### src/rtl/encoder_scanner_if.sv
// Host-side bus of the quadrature encoder scanner: read/clear handshakes,
// readiness and the currently serviced channel.
interface encoder_scanner_if #(
    parameter int NCH   = 4,
    parameter int POS_W = 8
);
    localparam int CH_W = (NCH > 1) ? $clog2(NCH) : 1;

    logic             rd_req;
    logic [CH_W-1:0]  rd_ch;
    logic             rd_ack;
    logic [POS_W-1:0] rd_pos;
    logic             rd_err;
    logic             clr_req;
    logic [CH_W-1:0]  clr_ch;
    logic             clr_ack;
    logic             ready;
    logic [CH_W-1:0]  scan_ch;

    modport master (
        output rd_req, rd_ch, clr_req, clr_ch,
        input  rd_ack, rd_pos, rd_err, clr_ack, ready, scan_ch
    );

    modport slave (
        input  rd_req, rd_ch, clr_req, clr_ch,
        output rd_ack, rd_pos, rd_err, clr_ack, ready, scan_ch
    );
endinterface

### src/rtl/encoder_scanner.sv
// Round-robin quadrature decoder: one shared decoder services NCH encoder
// channels, keeping a wrapping position and a sticky error bit per channel.
module encoder_scanner #(
    parameter int NCH   = 4,
    parameter int POS_W = 8
) (
    input  logic           sysclk,
    input  logic           reset,
    input  logic [NCH-1:0] enc_a_raw,
    input  logic [NCH-1:0] enc_b_raw,
    encoder_scanner_if.slave host
);
    localparam int CH_W  = (NCH > 1) ? $clog2(NCH) : 1;
    localparam int CNT_W = $clog2(NCH + 2);

    localparam logic [0:0] ST_INIT = 1'b0;
    localparam logic [0:0] ST_RUN  = 1'b1;
    localparam logic [0:0] RD_IDLE = 1'b0;
    localparam logic [0:0] RD_ACK  = 1'b1;

    logic [NCH-1:0]   a_s1_q, a_s2_q, b_s1_q, b_s2_q;
    logic [CH_W-1:0]  scan_ch_q, scan_ch_d;
    logic [0:0]       ctrl_q, ctrl_d;
    logic [CNT_W-1:0] init_cnt_q, init_cnt_d;
    logic [0:0]       rd_state_q, rd_state_d;
    logic [POS_W-1:0] rd_pos_q, rd_pos_d;
    logic             rd_err_q, rd_err_d;
    logic             clr_ack_q, clr_ack_d;

    logic [POS_W-1:0] pos_q  [NCH];
    logic [POS_W-1:0] pos_d  [NCH];
    logic             err_q  [NCH];
    logic             err_d  [NCH];
    logic [1:0]       last_q [NCH];
    logic [1:0]       last_d [NCH];

    logic       ready;
    logic       rd_fire;
    logic       clr_fire;
    logic [1:0] svc_cur;
    logic [1:0] svc_prev;
    logic       step_up, step_dn, step_err;

    assign ready    = (ctrl_q == ST_RUN);
    assign rd_fire  = ready && host.rd_req && (rd_state_q == RD_IDLE);
    assign clr_fire = ready && host.clr_req;
    assign svc_cur  = {a_s2_q[scan_ch_q], b_s2_q[scan_ch_q]};
    assign svc_prev = last_q[scan_ch_q];

    // Transitions keyed as {previous ab, current ab}; forward order is 00,01,11,10.
    always_comb begin
        // NOTE: every output gets a default first so no path through the case infers a latch.
        step_up  = 1'b0;
        step_dn  = 1'b0;
        step_err = 1'b0;
        case ({svc_prev, svc_cur})
            4'b00_01, 4'b01_11, 4'b11_10, 4'b10_00: step_up  = 1'b1;
            4'b00_10, 4'b10_11, 4'b11_01, 4'b01_00: step_dn  = 1'b1;
            4'b00_11, 4'b11_00, 4'b01_10, 4'b10_01: step_err = 1'b1;
            default: ;
        endcase
    end

    always_comb begin
        for (int i = 0; i < NCH; i++) begin
            pos_d[i]  = pos_q[i];
            err_d[i]  = err_q[i];
            last_d[i] = last_q[i];
            if (scan_ch_q == CH_W'(i)) begin
                last_d[i] = svc_cur;
                if (ready) begin
                    if (step_up)       pos_d[i] = pos_q[i] + POS_W'(1);
                    else if (step_dn)  pos_d[i] = pos_q[i] - POS_W'(1);
                    if (step_err)      err_d[i] = 1'b1;
                end
            end
            // A clear overrides the decoder on the same channel, but last state still tracks.
            if (clr_fire && (host.clr_ch == CH_W'(i))) begin
                pos_d[i] = '0;
                err_d[i] = 1'b0;
            end
        end
    end

    always_comb begin
        scan_ch_d  = (scan_ch_q == CH_W'(NCH - 1)) ? '0 : scan_ch_q + CH_W'(1);
        ctrl_d     = ctrl_q;
        init_cnt_d = init_cnt_q;
        if (ctrl_q == ST_INIT) begin
            if (init_cnt_q == CNT_W'(NCH + 1)) ctrl_d = ST_RUN;
            else                               init_cnt_d = init_cnt_q + CNT_W'(1);
        end

        rd_state_d = rd_state_q;
        rd_pos_d   = rd_pos_q;
        rd_err_d   = rd_err_q;
        case (rd_state_q)
            RD_IDLE: if (rd_fire) begin
                rd_pos_d   = pos_q[host.rd_ch];
                rd_err_d   = err_q[host.rd_ch];
                rd_state_d = RD_ACK;
            end
            default: rd_state_d = RD_IDLE;
        endcase

        clr_ack_d = clr_fire;
    end

    always_ff @(posedge sysclk or posedge reset) begin
        if (reset) begin
            a_s1_q     <= '0;
            a_s2_q     <= '0;
            b_s1_q     <= '0;
            b_s2_q     <= '0;
            scan_ch_q  <= '0;
            ctrl_q     <= ST_INIT;
            init_cnt_q <= '0;
            rd_state_q <= RD_IDLE;
            rd_pos_q   <= '0;
            rd_err_q   <= 1'b0;
            clr_ack_q  <= 1'b0;
        end else begin
            // NOTE: non-blocking assignments let every flop sample pre-edge values, which the synchronizer chain relies on.
            a_s1_q     <= enc_a_raw;
            a_s2_q     <= a_s1_q;
            b_s1_q     <= enc_b_raw;
            b_s2_q     <= b_s1_q;
            scan_ch_q  <= scan_ch_d;
            ctrl_q     <= ctrl_d;
            init_cnt_q <= init_cnt_d;
            rd_state_q <= rd_state_d;
            rd_pos_q   <= rd_pos_d;
            rd_err_q   <= rd_err_d;
            clr_ack_q  <= clr_ack_d;
        end
    end

    always_ff @(posedge sysclk or posedge reset) begin
        if (reset) begin
            // NOTE: the per-channel table is flops, not RAM, so it is reset outright and no stale count survives.
            for (int i = 0; i < NCH; i++) begin
                pos_q[i]  <= '0;
                err_q[i]  <= 1'b0;
                last_q[i] <= 2'b00;
            end
        end else begin
            for (int i = 0; i < NCH; i++) begin
                pos_q[i]  <= pos_d[i];
                err_q[i]  <= err_d[i];
                last_q[i] <= last_d[i];
            end
        end
    end

    assign host.rd_ack  = (rd_state_q == RD_ACK);
    assign host.rd_pos  = rd_pos_q;
    assign host.rd_err  = rd_err_q;
    assign host.clr_ack = clr_ack_q;
    assign host.ready   = ready;
    assign host.scan_ch = scan_ch_q;
endmodule

### src/flat_wrapper.sv
// flat-port wrapper written by rule: the top's interface ports become plain ports
module encoder_scanner_flat 
#(
    parameter int NCH   = 4,
    parameter int POS_W = 8
)
  (sysclk, reset, enc_a_raw, enc_b_raw, host_rd_req, host_rd_ch, host_clr_req, host_clr_ch, host_rd_ack, host_rd_pos, host_rd_err, host_clr_ack, host_ready, host_scan_ch);
  encoder_scanner_if #(.NCH(NCH), .POS_W(POS_W)) host_i ();
  input  logic sysclk;
  input  logic reset;
  input  logic [NCH-1:0] enc_a_raw;
  input  logic [NCH-1:0] enc_b_raw;
  input wire logic [$bits(host_i.rd_req)-1:0] host_rd_req;
  input wire logic [$bits(host_i.rd_ch)-1:0] host_rd_ch;
  input wire logic [$bits(host_i.clr_req)-1:0] host_clr_req;
  input wire logic [$bits(host_i.clr_ch)-1:0] host_clr_ch;
  output wire logic [$bits(host_i.rd_ack)-1:0] host_rd_ack;
  output wire logic [$bits(host_i.rd_pos)-1:0] host_rd_pos;
  output wire logic [$bits(host_i.rd_err)-1:0] host_rd_err;
  output wire logic [$bits(host_i.clr_ack)-1:0] host_clr_ack;
  output wire logic [$bits(host_i.ready)-1:0] host_ready;
  output wire logic [$bits(host_i.scan_ch)-1:0] host_scan_ch;
  assign host_i.rd_req = host_rd_req;
  assign host_i.rd_ch = host_rd_ch;
  assign host_i.clr_req = host_clr_req;
  assign host_i.clr_ch = host_clr_ch;
  assign host_rd_ack = host_i.rd_ack;
  assign host_rd_pos = host_i.rd_pos;
  assign host_rd_err = host_i.rd_err;
  assign host_clr_ack = host_i.clr_ack;
  assign host_ready = host_i.ready;
  assign host_scan_ch = host_i.scan_ch;
  encoder_scanner #(.NCH(NCH), .POS_W(POS_W)) u_core (.sysclk(sysclk), .reset(reset), .enc_a_raw(enc_a_raw), .enc_b_raw(enc_b_raw), .host(host_i));
endmodule
### config.mk
export PLATFORM = sky130hd
export DESIGN_NAME = encoder_scanner_flat
export DESIGN_NICKNAME = d
export VERILOG_FILES = /design/src/rtl/encoder_scanner_if.sv /design/src/rtl/encoder_scanner.sv /design/src/flat_wrapper.sv
export SDC_FILE = /design/constraint.sdc
export NUM_CORES = 1
export LEC_CHECK = 0
export CORE_ASPECT_RATIO = 1.1
export CORE_MARGIN = 3
export CORE_UTILIZATION = 59
export DETAILED_ROUTE_END_ITERATION = 7
export PLACE_DENSITY = 0.8
export SLEW_MARGIN = 20
export SYNTH_ARGS = -nofsm -noshare
export SYNTH_HDL_FRONTEND = slang
export SYNTH_SLANG_ARGS = --single-unit
### constraint.sdc
create_clock -name sysclk -period 4.63 [get_ports sysclk]
set_input_delay 0.926 -clock sysclk [delete_from_list [all_inputs] [get_ports sysclk]]
set_output_delay 0.926 -clock sysclk [all_outputs]
set_load 0.01 [all_outputs]
Yosys cells after proc, flatten, opt, wreduce, memory -nomap -nowiden

Index checks and enable logic that the tools add are counted.

Add/sub/neg operators: 10
Magnitude comparators: 3
Eq/ne operators: 19
Multiplexer cells: 51
Bitwise gates (word level): 5
Reductions and logical operators: 38

Operators by type and width:

| cell                                                                   | number |
|---|---|
| 8-bit 2-to-1 mux                                                       | 22 |
| 8-bit by 1-bit adder with 8-bit output (second input constant)         | 4 |
| 8-bit by 1-bit subtractor with 8-bit output (second input constant)    | 4 |
| 4-bit equality test (second input constant)                            | 6 |
| 3-bit AND reduction                                                    | 8 |
| 2-bit nonzero test                                                     | 12 |
| 1-bit 2-to-1 mux                                                       | 21 |
| 8-bit binary-select mux with 2-bit select                              | 1 |
| 4-bit by 3-bit equality test with 1-bit output (second input constant) | 3 |
| 3-bit nonzero test                                                     | 4 |
| 4-bit OR reduction                                                     | 3 |
| 2-bit equality test (second input constant)                            | 4 |
| 4-bit by 2-bit equality test with 1-bit output (second input constant) | 2 |
| 1-bit logical AND                                                      | 7 |
| 1-bit binary-select mux with 2-bit select                              | 3 |
| 3-bit greater-or-equal comparator (second input constant)              | 2 |
| 2-bit 2-to-1 mux                                                       | 3 |
| 2-bit inverter with 3-bit output                                       | 2 |
| 2-bit binary-select mux with 2-bit select                              | 1 |
| 2-bit by 1-bit equality test with 1-bit output (second input constant) | 2 |
| 4-bit by 1-bit equality test with 1-bit output (second input constant) | 1 |
| 2-bit zero test                                                        | 2 |
| 2-bit AND reduction                                                    | 2 |
| 3-bit by 1-bit adder with 3-bit output (second input constant)         | 1 |
| 4 further kinds                                                        | 6 |

Bits in registers: 77
Output and inout bits: 14

Depth between registers and ports, before layout

Gate-level depths: netlist of run 1.

Depth after elaboration: 12
Gate-level depth with buffers: 12
Gate-level depth less buffers: 11

Worst setup path after synthesis of run 1

No wires, ideal clock.

Path kind: flip-flop to flip-flop
From: register u_core.scan_ch_q[0] (netlist: u_core.host.scan_ch[0])
To: register u_core.pos_q[7] in the netlist's numbering
Library setup time: 125 ps
Arrival: 3824 ps
Path slack: 681 ps
Cell stages (with the launch flop): 13
Cell sequence: dfrtp_1 -> buf_6 -> mux4_2 -> xor2_1 -> nor2_2 -> inv_1 -> ha_1 -> a21oi_1 -> o211ai_1 -> o311a_1 -> or3_1 -> a21oi_1 -> mux2_2

Cells in the longest elaborated chain, start to end: 11
Elaborated cells on any way between the ends: 28
Those cells by class: eq/ne (9); mux (13); bitwise (1); reduce/logical (5)

RTL lines:

| what                                                                   | line                   | RTL |
|---|---|---|
| start: declaration                                                     | encoder_scanner.sv:22  | `logic [CH_W-1:0] scan_ch_q, scan_ch_d;` |
| start signal: assignment                                               | encoder_scanner.sv:128 | `scan_ch_q <= scan_ch_d;` |
| 2-bit inverter with 3-bit output (not written as such)                 | encoder_scanner.sv:48  | `assign svc_prev = last_q[scan_ch_q];` |
| 2-bit binary-select mux with 2-bit select                              | encoder_scanner.sv:48  |  |
| 2-bit 2-to-1 mux (not written as such) (2 in a row)                    | encoder_scanner.sv:48  |  |
| 4-bit by 1-bit equality test with 1-bit output (tied with other cells) | encoder_scanner.sv:56  | `case ({svc_prev, svc_cur})` |
| 4-bit OR reduction                                                     | encoder_scanner.sv:56  |  |
| 1-bit 2-to-1 mux                                                       | encoder_scanner.sv:56  |  |
| 8-bit 2-to-1 mux                                                       | encoder_scanner.sv:72  | `if (step_up) pos_d[i] = pos_q[i] + POS_W'(1);` |
| 8-bit 2-to-1 mux                                                       | encoder_scanner.sv:71  | `if (ready) begin` |
| 8-bit 2-to-1 mux                                                       | encoder_scanner.sv:69  | `if (scan_ch_q == CH_W'(i)) begin` |
| 8-bit 2-to-1 mux                                                       | encoder_scanner.sv:78  | `if (clr_fire && (host.clr_ch == CH_W'(i))) begin` |
| end signal: indexed assignment                                         | encoder_scanner.sv:148 | `pos_q[i] <= pos_d[i];` |
| end: declaration                                                       | encoder_scanner.sv:30  | `logic [POS_W-1:0] pos_q [NCH];` |

Several ways; a longest one is shown, not always the timed one. The select of a mux whose other input is x is not followed.
A chain may end at the register's enable or synchronous reset.

Worst setup path in the final report of run 1

From: register u_core.scan_ch_q[0] (netlist: u_core.host.scan_ch[0])
To: register u_core.pos_q[15] in the netlist's numbering

Same word-level chain as after synthesis.

==> results.json, run 1 <==
{
  "final_area_um2": 4880,
  "detail-route-antenna-nets": 0,
  "worst_path_max_delay_cell": "mux4_2",
  "gp_congestion": 0.814,
  "seq_area_frac_synth_pct": 44.5,
  "p_switching_uw": 1120,
  "cts.htree.levels": 3,
  "whs_path_depth": 0,
  "max_stage_delay_ps": 670,
  "n_fill_cell": 539,
  "finalPower_uw": 2880,
  "synth_cell_types": 49,
  "drt_pass1_iterations": 4,
  "hold_buffers": 0,
  "leakagePower_uw": 0.00212,
  "hold_end": "u_core.b_s2_q[0]",
  "wl_per_cell_um": 17.7,
  "cts_sinks": 77,
  "tritoncts": "built",
  "num_antenna_cells": 0,
  "core_area_um2": 7090,
  "maxSlewViolCount": 0,
  "grt_use_met2_pct": 40.5,
  "p_sw_share_pct": 38.9,
  "syn_avg_cell_area_um2": 11.5,
  "synth-seq-cells": 77,
  "dp_hpwl_um": 6570,
  "status": "complete, no violations",
  "critPathLaunchType": "register",
  "worstHoldPathType": "reg2reg",
  "fin_crit_ps": 4250,
  "clkLatencyLatePin_ps": 360,
  "cts_root_buffer": "clkbuf_8",
  "setup_tns_ps": 0,
  "cts_buffer_depth": 2,
  "clkPwrFrac_pct": 16.8,
  "dieArea_um2": 8410,
  "syn_area_um2": 4330,
  "drt_iter0_drc": 101,
  "dp_cells": 482,
  "via_per_inst": 6.04,
  "synth_ff_type": "dfrtp_1",
  "grt_pass1_wl_um": 15100,
  "grt-ovfl-total": 0,
  "cts_setup_buffers": 0,
  "min_from": "u_core.b_s1_q[0]",
  "use_met3_pct": 4.11,
  "seq_area_um2": 1930,
  "period_share_pct": 91.8,
  "cp.required_ps": 4890,
  "ys_async_sr_fraction_pct": 100,
  "fp-row-count": 32,
  "r2r_cells": 12,
  "arrival_ps": 4510,
  "grt_util_all_layers_pct": 23.6,
  "multi_input_area_um2": 2280,
  "crit_path_frequent_cell": "xor2_1",
  "ctsResizeCount": 0,
  "vias": 3009,
  "rsz0062_at_grt": "false",
  "power_density_nw_per_um2": 590,
  "antenna_found_initial": 0,
  "syn_inst": 376,
  "end_kind": "register",
  "finalNonFillerCells": 498,
  "crit_fanout": 17,
  "p_seq_share_pct": 36.0,
  "routed_wirelength_um": 8830,
  "ys_warn_count": 0,
  "io_buffers": 29,
  "crit_type": "reg2reg",
  "die_w_um": 87.7,
  "initial_utilization_pct": 61.1,
  "setup_viol": 0,
  "area_growth_pct": 12.6,
  "top_usage_layer": "met2",
  "placed_area_um2": 4690,
  "cts.reportedPaths.clkPinSlew_ps": 90,
  "clock_skew_ps": 9.75,
  "numCtsBuffers": 9,
  "r2r_slack_ps": 380,
  "synth_edf_count": 0,
  "first_global_vias": 3127,
  "pin_count": 30,
  "rr_startpoint": "u_core.host.scan_ch[0]",
  "tightest_slew_ps": 833,
  "drv_cap": 0,
  "synth_nets": 426,
  "drc": 0,
  "nNetsFinal": 458,
  "fmax_mhz": 235,
  "die_h_um": 95.9,
  "use_met1_pct": 29.1,
  "grt_max_degree": 43,
  "power_frac_comb_pct": 47.2,
  "cp_cell_sequence": "mux4_2, xor2_1, nor2_2, inv_1, buf_4, ha_1, a2111oi_0, o211ai_1, nand2_1, xor2_1, a21oi_1, a31o_2",
  "hold_viol": 0,
  "slew_headroom_pct": 44.3,
  "p_int_uw": 1760,
  "irDropWorstVdd_v": 0.000256,
  "drive_above_1_share_pct": 13.8,
  "regToRegEndpoint": "u_core.pos_q[15]"
}
power groups by stage:
stage / logic [uW] / registers [uW] / clock network, uW
6_report: 1360 / 1040 / 485
2_1_floorplan: 1030 / 992 / 0
3_5_place_dp: 1330 / 1040 / 0
4_1_cts: 1350 / 1030 / 493
5_1_grt: 1510 / 1050 / 523
3_3_place_gp: 1270 / 1030 / 0
layout make-up:
class | instances | share of cell area [%]
well taps | 85 | 2.18
multi-input cells | 269 | 46.8
clock buffers | 10 | 2.62
repair buffers | 31 | 6.26
clock inverters | 6 | 1.13
inverters | 20 | 1.54
flip-flops and latches | 77 | 39.5
placed cells by master (no fill, tap or decap), types with 5 or more instances in the layout:
cell type | synthesis | final
a22o_1 | 7 | 7
clkbuf_8 | 0 | 9
nor3_1 | 5 | 5
mux4_2 | 13 | 13
dfrtp_1 | 77 | 77
nor2_1 | 26 | 26
ha_1 | 30 | 30
xor2_1 | 6 | 6
mux2i_1 | 7 | 7
clkdlybuf4s50_1 | 0 | 29
o211ai_1 | 6 | 6
xnor2_1 | 21 | 21
nand2_1 | 26 | 26
a21o_1 | 6 | 6
mux2_2 | 20 | 20
a21oi_1 | 27 | 27
inv_1 | 20 | 19
o21ai_0 | 15 | 15
worst max-delay path: cells and delay by family (launching register included):
kind	cells	cell delay, ps
adders and majority gates	1	370
AOI/OAI and AO/OA	4	1070
DFF	1	560
xor gates and xnor gates	2	420
muxes	1	670
buffers and inverters	2	620
and+or+nand+nor	2	430
flip-flops by register name, summed over array words and instances, names as in the netlist:
name	count
u_core.a_s1_q	4
u_core.a_s2_q	4
u_core.b_s1_q	4
u_core.b_s2_q	4
u_core.err_q	4
u_core.host.clr_ack	1
u_core.host.rd_ack	1
u_core.host.rd_err	1
u_core.host.rd_pos	8
u_core.host.ready	1
u_core.host.scan_ch	2
u_core.init_cnt_q	3
u_core.last_q	8
u_core.pos_q	32
per-stage QoR:
stage | hold slack (ps) | utilization (%) | worst slack (ps)
floorplan | 331 | - | 681
global placement | 332 | 66.2 | 696
detailed placement | 335 | 66.2 | 569
CTS | 355 | 68.8 | 394
global route | 360 | 68.8 | 131
finish | 353 | 68.8 | 381
how the worst max path moves through the flow:
stage,startpoint,end,slack [ps]
final,u_core.host.scan_ch[0],u_core.pos_q[15],380
after global routing,u_core.host.scan_ch[0],u_core.pos_q[15],130
after CTS,u_core.host.scan_ch[0],u_core.pos_q[15],390
after detailed placement,u_core.host.scan_ch[0],u_core.pos_q[7],570
after global placement,u_core.host.scan_ch[0],u_core.pos_q[7],700
after floorplan,u_core.host.scan_ch[0],u_core.pos_q[7],680
per-layer routing:
layer	share of wire (%)	vias to the layer above
met4	2.3	0
met1	42	1507
met5	0	-
met3	3.4	17
li1	-	1415
met2	52	70
synth_stat cells (all sizes together), types with 4 or more instances:
cell | n | area, um^2
o211ai | 6 | 45.0
buf | 4 | 27.5
fa | 4 | 80.1
a21oi | 27 | 135
o21ai | 16 | 80.1
clkbuf | 6 | 22.5
a22o | 7 | 61.3
mux2i | 7 | 70.1
nor2 | 28 | 110
xor2 | 7 | 68.8
mux4 | 13 | 293
nand2 | 26 | 97.6
xnor2 | 23 | 239
ha | 30 | 375
nor3 | 5 | 25.0
inv | 20 | 75.1
o21bai | 4 | 30.0
dfrtp | 77 | 1930
a21o | 6 | 45.0
mux2 | 20 | 225
cells by family (layout without fill, tap and decap cells):
kind of cell | count (synthesis) | count (layout) | share of synthesized area (%)
AOI/OAI and AO/OA | 85 | 85 | 12.7
buffers and inverters | 30 | 67 | 2.89
xor gates and xnor gates | 30 | 30 | 7.10
muxes | 40 | 40 | 13.6
adders and majority gates | 34 | 34 | 10.5
and+or+nand+nor | 80 | 80 | 8.72
DFF | 77 | 77 | 44.5
No activity file was read; power rests on OpenSTA's default activity.
==> run 2: changes to the inputs <==
--- a/config.mk
+++ b/config.mk
@@ -9,6 +9,7 @@
 export CORE_MARGIN = 3
 export CORE_UTILIZATION = 59
 export DETAILED_ROUTE_END_ITERATION = 7
+export HOLD_SLACK_MARGIN = 0.06
 export PLACE_DENSITY = 0.8
 export SLEW_MARGIN = 20
 export SYNTH_ARGS = -nofsm -noshare
==> results of run 2 <==
No change in the layout: final DEF, timing and power equal those of run 1.
==> run 3: changes to the inputs <==
--- a/config.mk
+++ b/config.mk
@@ -5,10 +5,12 @@
 export SDC_FILE = /design/constraint.sdc
 export NUM_CORES = 1
 export LEC_CHECK = 0
+export ABC_CLOCK_PERIOD_IN_PS = 4630
 export CORE_ASPECT_RATIO = 1.1
 export CORE_MARGIN = 3
 export CORE_UTILIZATION = 59
 export DETAILED_ROUTE_END_ITERATION = 7
+export GPL_ROUTABILITY_DRIVEN = 1
 export HOLD_SLACK_MARGIN = 0.06
 export PLACE_DENSITY = 0.8
 export SLEW_MARGIN = 20
==> results of run 3 <==
No change in the layout: final DEF, timing and power equal those of run 1.
